**src/rtl/apb_arb_mux_pkg.sv**
```systemverilog
// ---------------------------------------------------------------------------
// apb_arb_mux_pkg
// Shared types and constants for the APB arbiter/multiplexer.
//   state_t   : transfer sequencer states (IDLE, SETUP, ACCESS, ABORT)
//   ARB_RR    : round-robin arbitration mode selector value
//   ARB_FIXED : fixed-priority arbitration mode selector value (index 0 wins)
// ---------------------------------------------------------------------------
package apb_arb_mux_pkg;

    typedef enum logic [1:0] {
        ST_IDLE   = 2'd0,
        ST_SETUP  = 2'd1,
        ST_ACCESS = 2'd2,
        ST_ABORT  = 2'd3
    } state_t;

    localparam int ARB_RR    = 0;
    localparam int ARB_FIXED = 1;

endpackage

```
**src/rtl/apb_rr_arbiter.sv**
```systemverilog
// ---------------------------------------------------------------------------
// apb_rr_arbiter
// Combinational requester selection. In round-robin mode the search starts at
// i_ptr and wraps; in fixed mode the search always starts at index 0, so the
// lowest requesting index wins.
//   i_req       : request vector, one bit per master
//   i_ptr       : round-robin search start index
//   i_mode      : 0 = round-robin, 1 = fixed priority
//   o_grant_oh  : one-hot grant (all zero when nothing requests)
//   o_grant_idx : binary index of the winner (0 when nothing requests)
//   o_valid     : at least one request present
// ---------------------------------------------------------------------------
module apb_rr_arbiter #(
    parameter int NUM_MASTERS = 4,
    localparam int IDX_W      = $clog2(NUM_MASTERS)
) (
    input  logic [NUM_MASTERS-1:0] i_req,
    input  logic [IDX_W-1:0]       i_ptr,
    input  logic                   i_mode,
    output logic [NUM_MASTERS-1:0] o_grant_oh,
    output logic [IDX_W-1:0]       o_grant_idx,
    output logic                   o_valid
);

    // One extra bit so ptr + offset never overflows before the wrap check.
    localparam logic [IDX_W:0] NM = (IDX_W + 1)'(NUM_MASTERS);

    logic [IDX_W-1:0] w_start;
    logic [IDX_W:0]   w_idx;

    assign w_start = i_mode ? '0 : i_ptr;

    always_comb begin
        o_valid     = 1'b0;
        o_grant_idx = '0;
        o_grant_oh  = '0;
        w_idx       = '0;
        for (int i = 0; i < NUM_MASTERS; i++) begin
            w_idx = {1'b0, w_start} + (IDX_W + 1)'(i);
            if (w_idx >= NM) begin
                w_idx = w_idx - NM;
            end
            if (!o_valid && i_req[w_idx[IDX_W-1:0]]) begin
                o_valid     = 1'b1;
                o_grant_idx = w_idx[IDX_W-1:0];
            end
        end
        o_grant_oh[o_grant_idx] = o_valid;
    end

endmodule

```
**src/rtl/apb_arb_mux.sv**
```systemverilog
// ---------------------------------------------------------------------------
// apb_arb_mux
// Arbitrates NUM_MASTERS APB requesters onto one APB slave port. One transfer
// at a time runs IDLE -> SETUP -> ACCESS -> IDLE; a watchdog converts a stuck
// ACCESS phase into a one-cycle ABORT that returns PSLVERR to the owner.
//   PCLK, PRESETn                  : clock, async active-low reset
//   PSEL_s/PWRITE_s/PENABLE_s      : per-master controls (PENABLE_s not used;
//                                    the mux generates its own phases)
//   PADDR_s/PWDATA_s/PSTRB_s/PPROT_s : per-master payload
//   PRDATA_s/PREADY_s/PSLVERR_s    : per-master response (only owner non-zero)
//   PSEL_m/PENABLE_m/PWRITE_m/PADDR_m/PWDATA_m/PSTRB_m/PPROT_m : slave side
//   PRDATA_m/PREADY_m/PSLVERR_m    : slave response
//   grant_id                       : owning master index (held until next grant)
//   busy                           : transfer in progress (SETUP/ACCESS/ABORT)
//   timeout_pulse                  : high for the single ABORT cycle
// ---------------------------------------------------------------------------
module apb_arb_mux
    import apb_arb_mux_pkg::*;
#(
    parameter int NUM_MASTERS = 4,
    parameter int ADDR_W      = 32,
    parameter int DATA_W      = 32,
    parameter int ARB_MODE    = ARB_RR,
    parameter int TIMEOUT     = 256,
    localparam int STRB_W     = DATA_W / 8,
    localparam int IDX_W      = $clog2(NUM_MASTERS)
) (
    input  logic                               PCLK,
    input  logic                               PRESETn,
    input  logic [NUM_MASTERS-1:0]             PSEL_s,
    input  logic [NUM_MASTERS-1:0]             PWRITE_s,
    input  logic [NUM_MASTERS-1:0]             PENABLE_s,
    input  logic [NUM_MASTERS-1:0][ADDR_W-1:0] PADDR_s,
    input  logic [NUM_MASTERS-1:0][DATA_W-1:0] PWDATA_s,
    input  logic [NUM_MASTERS-1:0][STRB_W-1:0] PSTRB_s,
    input  logic [NUM_MASTERS-1:0][2:0]        PPROT_s,
    output logic [NUM_MASTERS-1:0][DATA_W-1:0] PRDATA_s,
    output logic [NUM_MASTERS-1:0]             PREADY_s,
    output logic [NUM_MASTERS-1:0]             PSLVERR_s,
    output logic                               PSEL_m,
    output logic                               PENABLE_m,
    output logic                               PWRITE_m,
    output logic [ADDR_W-1:0]                  PADDR_m,
    output logic [DATA_W-1:0]                  PWDATA_m,
    output logic [STRB_W-1:0]                  PSTRB_m,
    output logic [2:0]                         PPROT_m,
    input  logic [DATA_W-1:0]                  PRDATA_m,
    input  logic                               PREADY_m,
    input  logic                               PSLVERR_m,
    output logic [IDX_W-1:0]                   grant_id,
    output logic                               busy,
    output logic                               timeout_pulse
);

    // Counter must be able to hold TIMEOUT itself; width 1 when disabled.
    localparam int               CNT_W     = (TIMEOUT > 0) ? $clog2(TIMEOUT + 1) : 1;
    localparam logic [CNT_W-1:0] TO_LIMIT  = CNT_W'(TIMEOUT);
    localparam logic [IDX_W-1:0] LAST_IDX  = IDX_W'(NUM_MASTERS - 1);
    localparam logic             USE_FIXED = (ARB_MODE == ARB_FIXED);

    state_t                 r_state;
    logic [IDX_W-1:0]       r_grant;
    logic [NUM_MASTERS-1:0] r_grant_oh;
    logic [IDX_W-1:0]       r_ptr;
    logic [CNT_W-1:0]       r_wdog;

    logic [NUM_MASTERS-1:0] w_arb_oh;
    logic [IDX_W-1:0]       w_arb_idx;
    logic                   w_arb_vld;
    logic [CNT_W-1:0]       w_wdog_inc;
    logic                   w_wdog_expire;
    logic [IDX_W-1:0]       w_ptr_next;
    logic                   w_on_bus;
    logic                   w_access;
    logic                   w_abort;

    // Masters' own PENABLE is irrelevant: the mux sequences the slave phases.
    logic                   w_unused_penable;
    assign w_unused_penable = ^PENABLE_s;

    apb_rr_arbiter #(
        .NUM_MASTERS (NUM_MASTERS)
    ) u_arb (
        .i_req       (PSEL_s),
        .i_ptr       (r_ptr),
        .i_mode      (USE_FIXED),
        .o_grant_oh  (w_arb_oh),
        .o_grant_idx (w_arb_idx),
        .o_valid     (w_arb_vld)
    );

    assign w_wdog_inc    = r_wdog + CNT_W'(1);
    assign w_wdog_expire = (TIMEOUT != 0) && (w_wdog_inc == TO_LIMIT);
    assign w_ptr_next    = (r_grant == LAST_IDX) ? '0 : r_grant + IDX_W'(1);

    always_ff @(posedge PCLK or negedge PRESETn) begin
        if (!PRESETn) begin
            r_state    <= ST_IDLE;
            r_grant    <= '0;
            r_grant_oh <= '0;
            r_ptr      <= '0;
            r_wdog     <= '0;
        end else begin
            unique case (r_state)
                ST_IDLE: begin
                    if (w_arb_vld) begin
                        r_grant    <= w_arb_idx;
                        r_grant_oh <= w_arb_oh;
                        r_state    <= ST_SETUP;
                    end
                end
                ST_SETUP: begin
                    r_wdog  <= '0;
                    r_state <= ST_ACCESS;
                end
                ST_ACCESS: begin
                    // A slave answering on the last allowed cycle still wins.
                    if (PREADY_m) begin
                        r_state <= ST_IDLE;
                        if (!USE_FIXED) r_ptr <= w_ptr_next;
                    end else if (w_wdog_expire) begin
                        r_state <= ST_ABORT;
                    end else begin
                        r_wdog <= w_wdog_inc;
                    end
                end
                ST_ABORT: begin
                    r_state <= ST_IDLE;
                    if (!USE_FIXED) r_ptr <= w_ptr_next;
                end
                default: r_state <= ST_IDLE;
            endcase
        end
    end

    assign w_on_bus      = (r_state == ST_SETUP) || (r_state == ST_ACCESS);
    assign w_access      = (r_state == ST_ACCESS);
    assign w_abort       = (r_state == ST_ABORT);
    assign grant_id      = r_grant;
    assign busy          = (r_state != ST_IDLE);
    assign timeout_pulse = w_abort;

    // Slave-side payload follows the owner only while the bus is driven.
    always_comb begin
        PSEL_m    = 1'b0;
        PENABLE_m = 1'b0;
        PWRITE_m  = 1'b0;
        PADDR_m   = '0;
        PWDATA_m  = '0;
        PSTRB_m   = '0;
        PPROT_m   = '0;
        if (w_on_bus) begin
            PSEL_m    = 1'b1;
            PENABLE_m = w_access;
            PWRITE_m  = PWRITE_s[r_grant];
            PADDR_m   = PADDR_s[r_grant];
            PWDATA_m  = PWDATA_s[r_grant];
            PSTRB_m   = PSTRB_s[r_grant];
            PPROT_m   = PPROT_s[r_grant];
        end
    end

    // Response goes only to the owner; an abort forces an error completion.
    always_comb begin
        PRDATA_s  = '0;
        PREADY_s  = '0;
        PSLVERR_s = '0;
        for (int i = 0; i < NUM_MASTERS; i++) begin
            if (w_access && r_grant_oh[i]) begin
                PRDATA_s[i]  = PRDATA_m;
                PREADY_s[i]  = PREADY_m;
                PSLVERR_s[i] = PSLVERR_m;
            end else if (w_abort && r_grant_oh[i]) begin
                PREADY_s[i]  = 1'b1;
                PSLVERR_s[i] = 1'b1;
            end
        end
    end

endmodule

```
**config.mk**
```make
export PLATFORM = sky130hd
export DESIGN_NAME = apb_arb_mux
export DESIGN_NICKNAME = d
export VERILOG_FILES = /design/src/rtl/apb_arb_mux_pkg.sv /design/src/rtl/apb_rr_arbiter.sv /design/src/rtl/apb_arb_mux.sv
export SDC_FILE = /design/constraint.sdc
export NUM_CORES = 1
export LEC_CHECK = 0
export BUFFER_PORTS_ARGS = -buffer_cell sky130_fd_sc_hd__buf_2
export CORE_AREA = 2 2 211 213
export DETAILED_ROUTE_END_ITERATION = 10
export DIE_AREA = 0 0 213 215
export PLACE_DENSITY = 0.35
export RECOVER_POWER = 100
export SYNTH_ARGS = -nofsm -noshare
export SYNTH_HDL_FRONTEND = slang
export SYNTH_HIERARCHICAL = 1
export SYNTH_SLANG_ARGS = --single-unit
```
**constraint.sdc**
```tcl
create_clock -name PCLK -period 2.05 [get_ports PCLK]
set_input_delay 0.205 -clock PCLK [delete_from_list [all_inputs] [get_ports PCLK]]
set_output_delay 0.205 -clock PCLK [all_outputs]
set_load 0.02 [all_outputs]
```
==> results of run 1 <==
[final timing paths]
path | from | to | slack [ns] | cells past startpoint
min in group asynchronous | PRESETn | r_state[0] | 0.70 | 2
setup reg to reg | r_ptr[1] | r_grant_oh[0] | 0.09 | 7
hold / removal | PREADY_m | r_wdog[2] | 0.40 | 3
hold reg to reg | r_wdog[0] | r_wdog[0] | 0.52 | 1
max in group asynchronous | PRESETn | grant_id[1] | 0.55 | 2
setup / recovery | grant_id[0] | PADDR_m[22] | 0.02 | 5
[final cells by class]
cell class | instances | area, µm² | share of cell area
multi-input cells | 395 | 3985 | 0.4371
repair buffers | 591 | 3792 | 0.4159
well taps | 592 | 740.7 | 0.08124
flip-flops and latches | 19 | 484.2 | 0.05311
clock buffers | 3 | 75.07 | 0.008234
inverters | 8 | 30.03 | 0.003294
clock inverters | 1 | 5.005 | 0.0005489
diodes | 2 | 5.005 | 0.0005489
[report_power, final]
group	internal (mW)	total (mW)	switching, mW	leakage [nW]
registers	0.499	0.602	0.103	0.247
clock network	0.262	0.409	0.147	0.0409
logic	5.98	11.5	5.56	4.72
[cells in the mapped netlist (all sizes together) (5+ instances only)]
| cell | instances | area (µm²) |
|---|---|---|
| a21oi | 8 | 40.04 |
| and2 | 72 | 450.4 |
| and3 | 130 | 813.3 |
| buf | 13 | 73.82 |
| clkbuf | 38 | 142.6 |
| dfrtp | 19 | 475.5 |
| ha | 7 | 87.58 |
| inv | 8 | 30.03 |
| mux2 | 8 | 90.09 |
| mux4 | 73 | 1644 |
| nand2 | 11 | 41.29 |
| nand2b | 5 | 33.78 |
| nand3 | 7 | 40.04 |
| nor2 | 8 | 32.54 |
| nor2b | 13 | 83.83 |
| o21ai | 6 | 30.02 |
[sequential cells by signal, indices dropped and copies added, names as in the netlist]
signal / flops
r_state: 2
grant_id: 2
r_ptr: 2
r_wdog: 9
r_grant_oh: 4
[through the flow]
| stage | instances | setup WS [ns] | utilization | hold WS, ns | setup TNS, ns |
|---|---|---|---|---|---|
| 3_3_place_gp | 1591 | 0.005278 | 0.1861 | 0.1963 | 0 |
| 5_1_grt | 1610 | -0.06130 | 0.2089 | 0.4359 | -0.3669 |
| 6_report | 1611 | 0.01572 | 0.2089 | 0.3969 | 0 |
| 4_1_cts | 1606 | -0.06847 | 0.1980 | 0.3990 | -0.6732 |
| 3_5_place_dp | 1591 | 0.004409 | 0.1861 | 0.1954 | 0 |
| 2_1_floorplan | 473 | 0.03819 | - | -0.09059 | 0 |
[repair_timing]
item | in CTS | in global routing
buffers inserted | 6 | 2
hold buffers | 1 | 0
cloned | 4 | 2
resized for setup | 76 | 151
pin swaps | 14 | 35
hold endpoints to repair | 19 | 0
setup endpoints to repair | 128 | 75
[worst register-to-register path, cell delays in order (launching register included)]
cell and delay (ns):
dfrtp_1 0.38, buf_4 0.15, xnor2_2 0.19, o221a_2 0.26
a211oi_4 0.06, or3_4 0.37, and4_1 0.20, mux2_2 0.25
[layout by cell type, fill, tap and decap left out, types with 7 or more instances in the layout]
master / instances
and2_4: 61
and3_1: 130
inv_1: 7
dfrtp_1: 16
buf_2: 473
a21oi_1: 8
conb_1: 8
mux2_2: 8
mux4_2: 73
buf_4: 33
buf_12: 16
and2_1: 11
nand2_1: 11
nor2b_1: 11
buf_6: 57
[logic make-up (layout without fill, tap and decap cells)]
group	after synthesis	after routing
adders and majority gates	7	7
other	1	10
buffers and inverters	59	603
DFF	19	19
xor gates and xnor gates	2	2
AOI/OAI and AO/OA	31	31
muxes	85	85
and+or+nand+nor	262	262
[layer usage]
| layer | up-vias | track usage |
|---|---|---|
| li1 | 2889 | - |
| met1 | 2979 | 0.09781 |
| met2 | 375 | 0.2304 |
| met3 | 38 | 0.01783 |
| met4 | 0 | 0.02844 |
| met5 | - | 0 |
==> impl_summary.txt, run 1 <==
----------------------------------------------------
[Clock network]
  Longest Clk Path Bufs ... 2
  Inserted Clock Buffers ... 3
  CTS sink count ... 19
  Clock insertion delay at the later pin of the skew report ... 0.25 ns
  CTS H-Tree Depth ... 1
  CTS tree ... yes
  Root Driver ... clkbuf_16
  Clock slew seen by the registers of the worst setup and hold paths ... around 0.06 ns

[Timing]
  Slew of the pin with the lowest slew margin ... ~1.1 ns
  Number of setup violations in the final report ... 0
  Crit path time final ... 2.034 ns
  Worst slew margin relative to its limit ... 0.2511
  RSZ-0062 raised after global routing ... yes
  Post-route clock skew ... approximately 0.00085 ns
  Number of slew-limit violations in the final report ... 0
  Total count of hold-check failures in the final report ... 0
  Top achievable clock speed ... 0.4916 GHz
  Final critical-path share of the clock period ... 0.9923

[Pwr]
  Overall power of the completed layout ... 12.55 mW
  Reported leakage power ... about 5.0 nW
  Max rail drop VDD ... 0.6516 mV
  Pwr/cell area ... between 1000 and 1500 nW/µm²

[Logic synthesis]
  Synth Area in Simple Gates ... 0.3633
  Mean Syn Cell Area ... 9.585 µm²
  Combinational family with the most area after synthesis ... multiplexers
  Ys Warns ... 6
  Register area share after synthesis ... 0.1064
  Share of flip-flops with an asynchronous set or reset after synthesis ... 1.000
  Number of unique standard cell types used by synthesis ... between 50 and 60
  Arithmetic-cell share of the synthesized area counting full adders, half adders and majority gates ... 0.01961
  Proportion of synthesized area in mux cells ... 0.3972
  Total standard cell area after synthesis ... between 4000 and 5000 µm²
  Xor and xnor area share after synthesis ... 0.003922
  Primary flip-flop cell chosen by synthesis mapping ... dfrtp_1
  Fraction of the mapped netlist area in compound gates ... 0.05350
  Number of synthesized flops with an enable pin ... 0
  Number of standard cells after synthesis ... about 470
  Flop and latch count out of synthesis ... 19

[Route]
  Routed len/inst ... about 17 µm
  Detailed-route DRC error count ... 0
  Highest routed metal layer ... met4
  Routed metal-1 wirelength ... approximately 8900 µm
  Antenna-violating nets left ... 0
  Number of violations reported at the end of detailed-routing iteration 0 ... 170
  Sum of met2 wire segment lengths after detailed routing ... ~15000 µm
  WL met3 ... between 2000 and 2500 µm
  Vias ... around 6.3k
  Routed wire length ... about 28000 µm
  Router iterations before antenna repair ... 4
  Vias per cell ... 3.899

[Global route]
  Number of global-route vias before repair ... 6522
  GR Overflow Total ... 0
  First-pass GRT wire length ... 37320 µm
  GR Util All Layers ... 0.1066
  Pin count of the biggest net entering global routing ... 43
  Number of antenna violations at the first check in global routing ... 10

[Setup path]
  Worst-path fanout max ... 7
  Worst Path Arrival ... 1.83 ns
  Cell family with the largest share of critical-path delay ... multiplexers
  Kind of critical path ... flop to output pin
  Critical-path cell list ... buf_12 -> buf_12 -> mux4_2 -> and2_4 -> buf_6
  Cell type of the slowest stage on the worst timing path ... mux4_2
  Worst path bufs/invs ... 3
  Critical Path Sink Type ... output pin
  CP most frequent cell ... buf_12
  Worst endpoint required time ... 1.85 ns
  Critical Path Source Type ... flop
  Delay contributed by the slowest stage of the critical path ... ~0.53 ns

[Place]
  Cell Area, Placed ... just over 8000 µm²
  I/O Buffers ... about 540
  Post-detail-place hpwl ... 22770 µm
  Placer Congestion ... around 0.76

[Die]
  I/O pin count ... 546
  Area of the die ... ~46000 µm²
  Number of placement rows ... 77
  Die Y-Extent ... approximately 220 µm
  Core Box Area ... about 44000 µm²
  Effective utilization at floorplan ... 0.1023
  Floorplan die width ... about 210 µm

[Hold path]
  Path type of the worst min-delay path ... input pin to flop

[Layout]
  Fill cell count ... between 4k and 5k
  Number of nets in the final layout ... around 1.4k
  Growth of design area from synthesis to finish ... 104.1%
  Fraction of layout cells with a size suffix above 1 ... 0.7463
  Final design instance area without fill ... 9117 µm²

[Flow run]
  Count of maximum capacitance violations ... 0

[Outcome]
  Result of the run ... finished clean

----------------------------------------------------
Note: power is estimated with default switching activity, not from simulation.
==> run 2: changes to the inputs <==
--- a/config.mk
+++ b/config.mk
@@ -10,7 +10,6 @@
 export DETAILED_ROUTE_END_ITERATION = 10
 export DIE_AREA = 0 0 213 215
 export PLACE_DENSITY = 0.35
-export RECOVER_POWER = 100
 export SYNTH_ARGS = -nofsm -noshare
 export SYNTH_HDL_FRONTEND = slang
 export SYNTH_HIERARCHICAL = 1
==> run 2 against run 1 <==
  * Sequential share of layout area barely moved
  * Register-to-register slack barely moved
  * Count of clock-buffer cells in the layout did not move
  * Die area did not move
==> impl_summary.txt, run 2 (synthesized netlist as in run 1, its figures left out) <==
----------------------------------------------------
[Pwr]
  Sw Ratio ... 0.4628 (about the same)
  Sequential fraction of design power ... 0.048 (about the same)
  Clk pwr share ... 0.032 (about the same)
  Pwr/cell area ... 1379 nW/µm² (+0.20%)
  Overall power of the completed layout ... 12.60 mW (+0.37%)
  Reported leakage power ... 5.011 nW (+0.15%)
  Gate power share ... 0.920 (about the same)
  Max rail drop VDD ... 0.6515 mV (about the same)
  NetSw ... 5.830 mW (+0.28%)
  Internal Dissipation ... 6.768 mW (+0.44%)

[Setup path]
  R2r setup slk ... 0.09 ns (about the same)
  Depth of the worst register-to-register path ... 7 (unchanged)
  Worst Path Arrival ... 1.83 ns (about the same)
  Worst endpoint required time ... 1.85 ns (about the same)
  Destination of the critical timing path ... PADDR_m[22]
  Worst-path fanout max ... 7 (unchanged)
  CP most frequent cell ... buf_12
  Cell type of the slowest stage on the worst timing path ... mux4_2
  Critical-path cell list ... buf_12 -> buf_12 -> mux4_2 -> and2_4 -> buf_6
  Critical Path Source Type ... flop
  Launch point of the critical path ... grant_id[0]
  Beginning of the worst register-to-register path ... r_ptr[1]
  Kind of critical path ... flop to output pin
  Destination of the worst register-to-register timing path ... r_grant_oh[0]
  Delay contributed by the slowest stage of the critical path ... 0.53 ns (about the same)
  Critical Path Sink Type ... output pin

[Layout]
  Register with the highest flop count ... r_wdog
  Number of nets in the final layout ... 1357 (unchanged)
  Number of cells in the finished layout apart from fillers ... 1611 (unchanged)
  Largest registers ranked by flip-flop count ... r_wdog x9, r_grant_oh x4
  Fill cell count ... 4897 (-0.061%)
  Sequential cell area ... 484.2 µm² (unchanged)
  Growth of design area from synthesis to finish ... 104.5%
  Fraction of layout cells with a size suffix above 1 ... 0.7493 (+0.002950)
  Most common library cell in the layout ignoring fill and taps ... buf_2
  Top library cells by usage in the layout, fill and taps aside ... buf_2 (475), and3_1 (130), mux4_2 (73)
  Area of combinational cells with multiple inputs ... 3998 µm² (+0.31%)
  Number of flip-flops under the largest register name ... 9 (unchanged)

[Timing]
  Final hold slack ... 0.3969 ns (+0.00002000 ns)
  Top achievable clock speed ... 0.4917 GHz (about the same)
  RSZ-0062 raised after global routing ... yes
  Number of setup violations in the final report ... 0 (unchanged)
  Crit path time final ... 2.034 ns (-0.0004264 ns)
  Post-route clock skew ... 0.001202 ns (+0.0003498 ns)
  Number of slew-limit violations in the final report ... 0 (unchanged)
  Final critical-path share of the clock period ... 0.9921 (about the same)
  Total count of hold-check failures in the final report ... 0 (unchanged)

[Die]
  Core Box Area ... 43640 µm² (unchanged)
  Die Y-Extent ... 215 µm (unchanged)
  Floorplan die width ... 213 µm (unchanged)
  I/O pin count ... 546 (unchanged)
  Number of placement rows ... 77 (unchanged)
  Effective utilization at floorplan ... 0.1023 (unchanged)
  Area of the die ... 45800 µm² (unchanged)

[Global route]
  GR Overflow Total ... 0 (unchanged)
  First-pass GRT wire length ... 37320 µm (unchanged)
  Number of global-route vias before repair ... 6522 (unchanged)
  Number of antenna violations at the first check in global routing ... 10 (unchanged)
  GR Util All Layers ... 0.1066 (unchanged)
  Pin count of the biggest net entering global routing ... 43 (unchanged)

[Route]
  Router iterations before antenna repair ... 4 (unchanged)
  Detailed-route DRC error count ... 0 (unchanged)
  Vias per cell ... 3.901 (about the same)
  Routed wire length ... 27560 µm (about the same)
  Antenna-violating nets left ... 0 (unchanged)
  Vias ... 6284 (+0.048%)
  Number of violations reported at the end of detailed-routing iteration 0 ... 191 (+12%)
  Routed len/inst ... 17.11 µm (about the same)

[Place]
  Post-detail-place hpwl ... 22770 µm (unchanged)
  Cells after DPL ... 1591 (unchanged)
  I/O Buffers ... 541 (unchanged)
  Placer Congestion ... 0.7555 (unchanged)

[Clock network]
  Root Driver ... clkbuf_16
  Clock slew seen by the registers of the worst setup and hold paths ... 0.06 ns (about the same)
  Clock insertion delay at the later pin of the skew report ... 0.25 ns (about the same)
  CTS sink count ... 19 (unchanged)
  Inserted Clock Buffers ... 3 (unchanged)
  Longest Clk Path Bufs ... 2 (unchanged)
  CTS tree ... yes
  CTS H-Tree Depth ... 1 (unchanged)

[Flow run]
  Count of maximum capacitance violations ... 0 (unchanged)

[Outcome]
  Result of the run ... finished clean

[Hold path]
  Path type of the worst min-delay path ... input pin to flop

----------------------------------------------------
[run 2: cell count changes in the layout (fill, tap and decap cells not counted)]
cell / delta
buf_2: +2
clkbuf_1: -2
ha_4: +1
ha_1: -1
[run 2: worst min path at each step]
stage	from	endpoint	slack, ns	cells past startpoint
after floorplan	PRESETn	grant_id[0]	-0.09	0
after global placement	PRESETn	r_state[0]	0.20	1
after detailed placement	PRESETn	r_state[0]	0.20	1
after CTS	PREADY_m	r_wdog[2]	0.40	3
after global routing	PREADY_m	r_wdog[2]	0.44	3
final	PREADY_m	r_wdog[2]	0.40	3
[run 2: power groups by stage]
stage / logic, mW / registers [mW] / clock network, mW
5_1_grt: 12.3 / 0.618 / 0.440
6_report: 11.6 / 0.602 / 0.408
3_5_place_dp: 8.71 / 0.658 / 0
2_1_floorplan: 5.41 / 0.615 / 0
4_1_cts: 9.98 / 0.599 / 0.431
3_3_place_gp: 8.79 / 0.657 / 0
[run 2: per-stage QoR]
stage	cell area, µm²	setup TNS, ns	setup WS, ns	utilization
global route	9130	-0.3672	-0.06131	0.2092
floorplan	4494	0	0.03819	-
detailed placement	8120	0	0.004409	0.1861
global placement	8120	0	0.005278	0.1861
CTS	8642	-0.6732	-0.06847	0.1980
finish	9133	0	0.01615	0.2093
[run 2: layout make-up]
class,count,area share
clock buffers,3,0.008220
multi-input cells,395,0.4377
inverters,8,0.003288
well taps,592,0.08111
clock inverters,1,0.0005480
diodes,2,0.0005480
repair buffers,591,0.4155
flip-flops and latches,19,0.05302
[run 2: per-layer routing]
metal	up-vias	global-route usage	part of all wire
met4	0	0.02844	0.028
met1	2982	0.09781	0.32
met2	375	0.2304	0.56
met5	-	0	0
met3	38	0.01783	0.085
li1	2889	-	-
[run 2: critical path, delay by kind of cell, from the launching register on]
| kind | cells | cell delay (ns) |
|---|---|---|
| buffers and inverters | 3 | 0.43 |
| DFF | 1 | 0.44 |
| muxes | 1 | 0.53 |
| and+or+nand+nor | 1 | 0.16 |
[run 2: repair_timing]
action | CTS | global route
hold buffers | 1 | 0
endpoints found under the hold margin | 19 | 0
buffers inserted | 6 | 2
resized for setup | 76 | 151
gates cloned | 4 | 2
setup endpoints to repair | 128 | 75
pin swaps | 14 | 35
==> run 3: changes to the inputs <==
==> constraint.sdc (replaced) <==
create_clock -name PCLK -period 2.05 [get_ports PCLK]
set_input_delay 0.205 -clock PCLK [delete_from_list [all_inputs] [get_ports PCLK]]
set_output_delay 0.205 -clock PCLK [all_outputs]
set_load 0.01 [all_outputs]
==> run 3 against run 2 <==
  * The flow now finishes with violations (setup timing)
  * Combinational power shrank 15%
  * Count of clock-buffer cells in the layout unchanged
  * Final cell count unchanged
  * First-iteration DRC count up 11%
  * Flip-flop and latch count is the same
  * Wire length is 6.1% higher
  * Maximum frequency decreased by 2.3%
  * Clock skew grew 0.00091 ns
  * Clock power increased by 3%
  * Worst setup slack lost 0.048 ns
  * Sequential share of layout area increased by 0.11 points
==> impl_summary.txt, run 3 (synthesized netlist as in run 1, its figures left out) <==
----------------------------------------------------
[Layout]
  Number of nets in the final layout ... 1355 (-0.15%)
  Largest registers ranked by flip-flop count ... r_wdog x9, r_grant_oh x4
  Register with the highest flop count ... r_wdog
  Sequential cell area ... 485.5 µm² (+0.26%)
  Top library cells by usage in the layout, fill and taps aside ... buf_2 (500), and3_1 (130), mux4_2 (73)
  Final design instance area without fill ... 8965 µm² (-1.8%)
  Fraction of layout cells with a size suffix above 1 ... 0.7320 (-0.01724)
  Fill cell count ... 4894 (-0.061%)
  Number of cells in the finished layout apart from fillers ... 1611 (unchanged)
  Most common library cell in the layout ignoring fill and taps ... buf_2
  Area of combinational cells with multiple inputs ... 3981 µm² (-0.41%)
  Number of flip-flops under the largest register name ... 9 (unchanged)
  Growth of design area from synthesis to finish ... 100.7%

[Timing]
  Worst slew margin relative to its limit ... 0.6495
  Number of slew-limit violations in the final report ... 0 (unchanged)
  Top achievable clock speed ... 0.4804 GHz (-2.3%)
  Crit path time final ... 2.082 ns (+0.04774 ns)
  Post-route setup slack ... -0.03159 ns (-0.04774 ns)
  Final critical-path share of the clock period ... 1.015 (+0.02329)
  Slew of the pin with the lowest slew margin ... between 0.5 and 0.6 ns
  RSZ-0062 raised after global routing ... yes
  Total count of hold-check failures in the final report ... 0 (unchanged)
  Post-route clock skew ... 0.002117 ns (+0.0009146 ns)
  Number of setup violations in the final report ... 7 (+7)

[Setup path]
  Kind of critical path ... flop to output pin
  Worst path bufs/invs ... 4 (+1)
  Cell family with the largest share of critical-path delay ... buffers and inverters
  Worst Path Arrival ... 1.88 ns (+0.05 ns)
  Worst endpoint required time ... 1.85 ns (about the same)
  Critical Path Source Type ... flop
  Worst-path fanout max ... 8 (+1)
  Critical Path Sink Type ... output pin
  Critical-path cell list ... buf_12 -> buf_12 -> buf_6 -> mux4_2 -> and2_4 -> buf_6
  Delay contributed by the slowest stage of the critical path ... 0.50 ns (-0.03 ns)
  Cell type of the slowest stage on the worst timing path ... dfrtp_4

[Route]
  Routed len/inst ... 18.16 µm (+6.1%)
  Router iterations before antenna repair ... 4 (unchanged)
  Routed wire length ... 29250 µm (+6.1%)
  Detailed-route DRC error count ... 0 (unchanged)
  Antenna-violating nets left ... 0 (unchanged)
  Vias per cell ... 3.903 (about the same)
  Number of violations reported at the end of detailed-routing iteration 0 ... 212 (+11%)
  Vias ... 6287 (+0.048%)

[Clock network]
  Root Driver ... clkbuf_16
  CTS H-Tree Depth ... 1 (unchanged)
  Clock insertion delay at the later pin of the skew report ... 0.26 ns (about the same)
  CTS sink count ... 19 (unchanged)
  CTS tree ... yes
  Longest Clk Path Bufs ... 2 (unchanged)
  Inserted Clock Buffers ... 3 (unchanged)
  Clock slew seen by the registers of the worst setup and hold paths ... 0.06 ns (about the same)

[Place]
  Post-detail-place hpwl ... 24160 µm (+6.1%)
  Cells after DPL ... 1587 (-0.25%)
  Cell Area, Placed ... 8115 µm² (about the same)
  I/O Buffers ... 541 (unchanged)
  Setup slack after placement ... 0.01348 ns (+0.009075 ns)
  Placer Congestion ... 0.8183 (+8.3%)

[Global route]
  First-pass GRT wire length ... 39450 µm (+5.7%)
  GR Util All Layers ... 0.1149 (+0.008259)
  Number of antenna violations at the first check in global routing ... 14 (+4)
  Pin count of the biggest net entering global routing ... 50 (+16%)
  Number of global-route vias before repair ... 6399 (-1.9%)
  GR Overflow Total ... 0 (unchanged)

[Hold path]
  Path type of the worst min-delay path ... input pin to flop

[Pwr]
  Reported leakage power ... 4.941 nW (-1.4%)
  Pwr/cell area ... 1223 nW/µm² (-11%)
  Max rail drop VDD ... 0.5398 mV (-17%)

[Die]
  Floorplan die width ... 213 µm (unchanged)
  Core Box Area ... 43640 µm² (unchanged)
  Effective utilization at floorplan ... 0.1023 (unchanged)
  Area of the die ... 45800 µm² (unchanged)
  I/O pin count ... 546 (unchanged)
  Die Y-Extent ... 215 µm (unchanged)
  Number of placement rows ... 77 (unchanged)

[Outcome]
  Result of the run ... complete, but fails checks
  Violations in the final reports ... setup timing

[Flow run]
  Count of maximum capacitance violations ... 0 (unchanged)

----------------------------------------------------
==> run 3: cell types whose count changed in the layout (fill, tap and decap cells not counted), moves of 2 or more <==
| cell | delta |
|---|---|
| and2_4 | -22 |
| buf_12 | -3 |
| mux2_4 | +3 |
| buf_4 | -9 |
| a21oi_1 | -2 |
| a21oi_2 | +2 |
| diode_2 | +2 |
| buf_2 | +25 |
| mux2_2 | -3 |
| buf_8 | -2 |
| buf_16 | +2 |
| buf_6 | -14 |
| and2_1 | +22 |
==> run 3: worst min-delay path: stages <==
cell and delay (ns):
buf_2 0.13, nand2b_1 0.17, o32ai_1 0.09
==> run 3: metrics by stage <==
| stage | power [mW] | hold slack (ns) | TNS, ns | utilization |
|---|---|---|---|---|
| 2_1_floorplan | 5.017 | -0.09059 | 0 | - |
| 3_3_place_gp | 8.615 | 0.2030 | -0.01370 | 0.1859 |
| 3_5_place_dp | 8.549 | 0.2016 | 0 | 0.1859 |
| 4_1_cts | 10.26 | 0.4037 | -1.027 | 0.1983 |
| 5_1_grt | 11.84 | 0.4395 | -2.103 | 0.2054 |
| 6_report | 10.97 | 0.3907 | -0.1450 | 0.2054 |
==> run 3: area by class of cell <==
| cell class | instances | share of cell area |
|---|---|---|
| well taps | 592 | 0.08262 |
| repair buffers | 589 | 0.4054 |
| flip-flops and latches | 19 | 0.05415 |
| inverters | 8 | 0.003629 |
| clock inverters | 1 | 0.0005583 |
| diodes | 4 | 0.001117 |
| multi-input cells | 395 | 0.4441 |
| clock buffers | 3 | 0.008374 |
==> run 3: worst paths after layout <==
| kind | slack [ns] | cells past startpoint | from | end |
|---|---|---|---|---|
| max in group asynchronous | 1.25 | 2 | PRESETn | grant_id[1] |
| worst min register to register | 0.54 | 1 | r_state[1] | r_state[1] |
| worst min-delay path | 0.39 | 3 | PREADY_m | r_wdog[2] |
| worst max-delay path | -0.03 | 6 | grant_id[0] | PADDR_m[20] |
| worst max register to register | -0.01 | 6 | r_ptr[0] | r_grant_oh[0] |
| min in group asynchronous | 0.44 | 2 | PRESETn | r_wdog[8] |
==> run 3: metal layers <==
layer  wire (µm)  vias up  GRT usage
met5          13        -          0
met4         801        2    0.03170
met3        2264       38    0.01534
met2       16520      374     0.2440
met1        9652     2981     0.1109
li1            -     2892          -
==> run 3: what timing repair did <==
item | in CTS | in global routing
endpoints found under the hold margin | 19 | 0
pin swaps | 28 | 26
buffers inserted | 8 | 2
cloned | 4 | 1
setup endpoints to repair | 114 | 76
hold buffers | 1 | 0
gates resized for setup | 71 | 61
==> run 3: power by group <==
| group | total, mW | leakage (nW) | switching, mW | internal [mW] |
|---|---|---|---|---|
| registers | 0.671 | 0.245 | 0.171 | 0.500 |
| logic | 9.87 | 4.65 | 4.49 | 5.39 |
| clock network | 0.421 | 0.0409 | 0.159 | 0.262 |
| total | 11.0 | 4.94 | 4.82 | 6.15 |
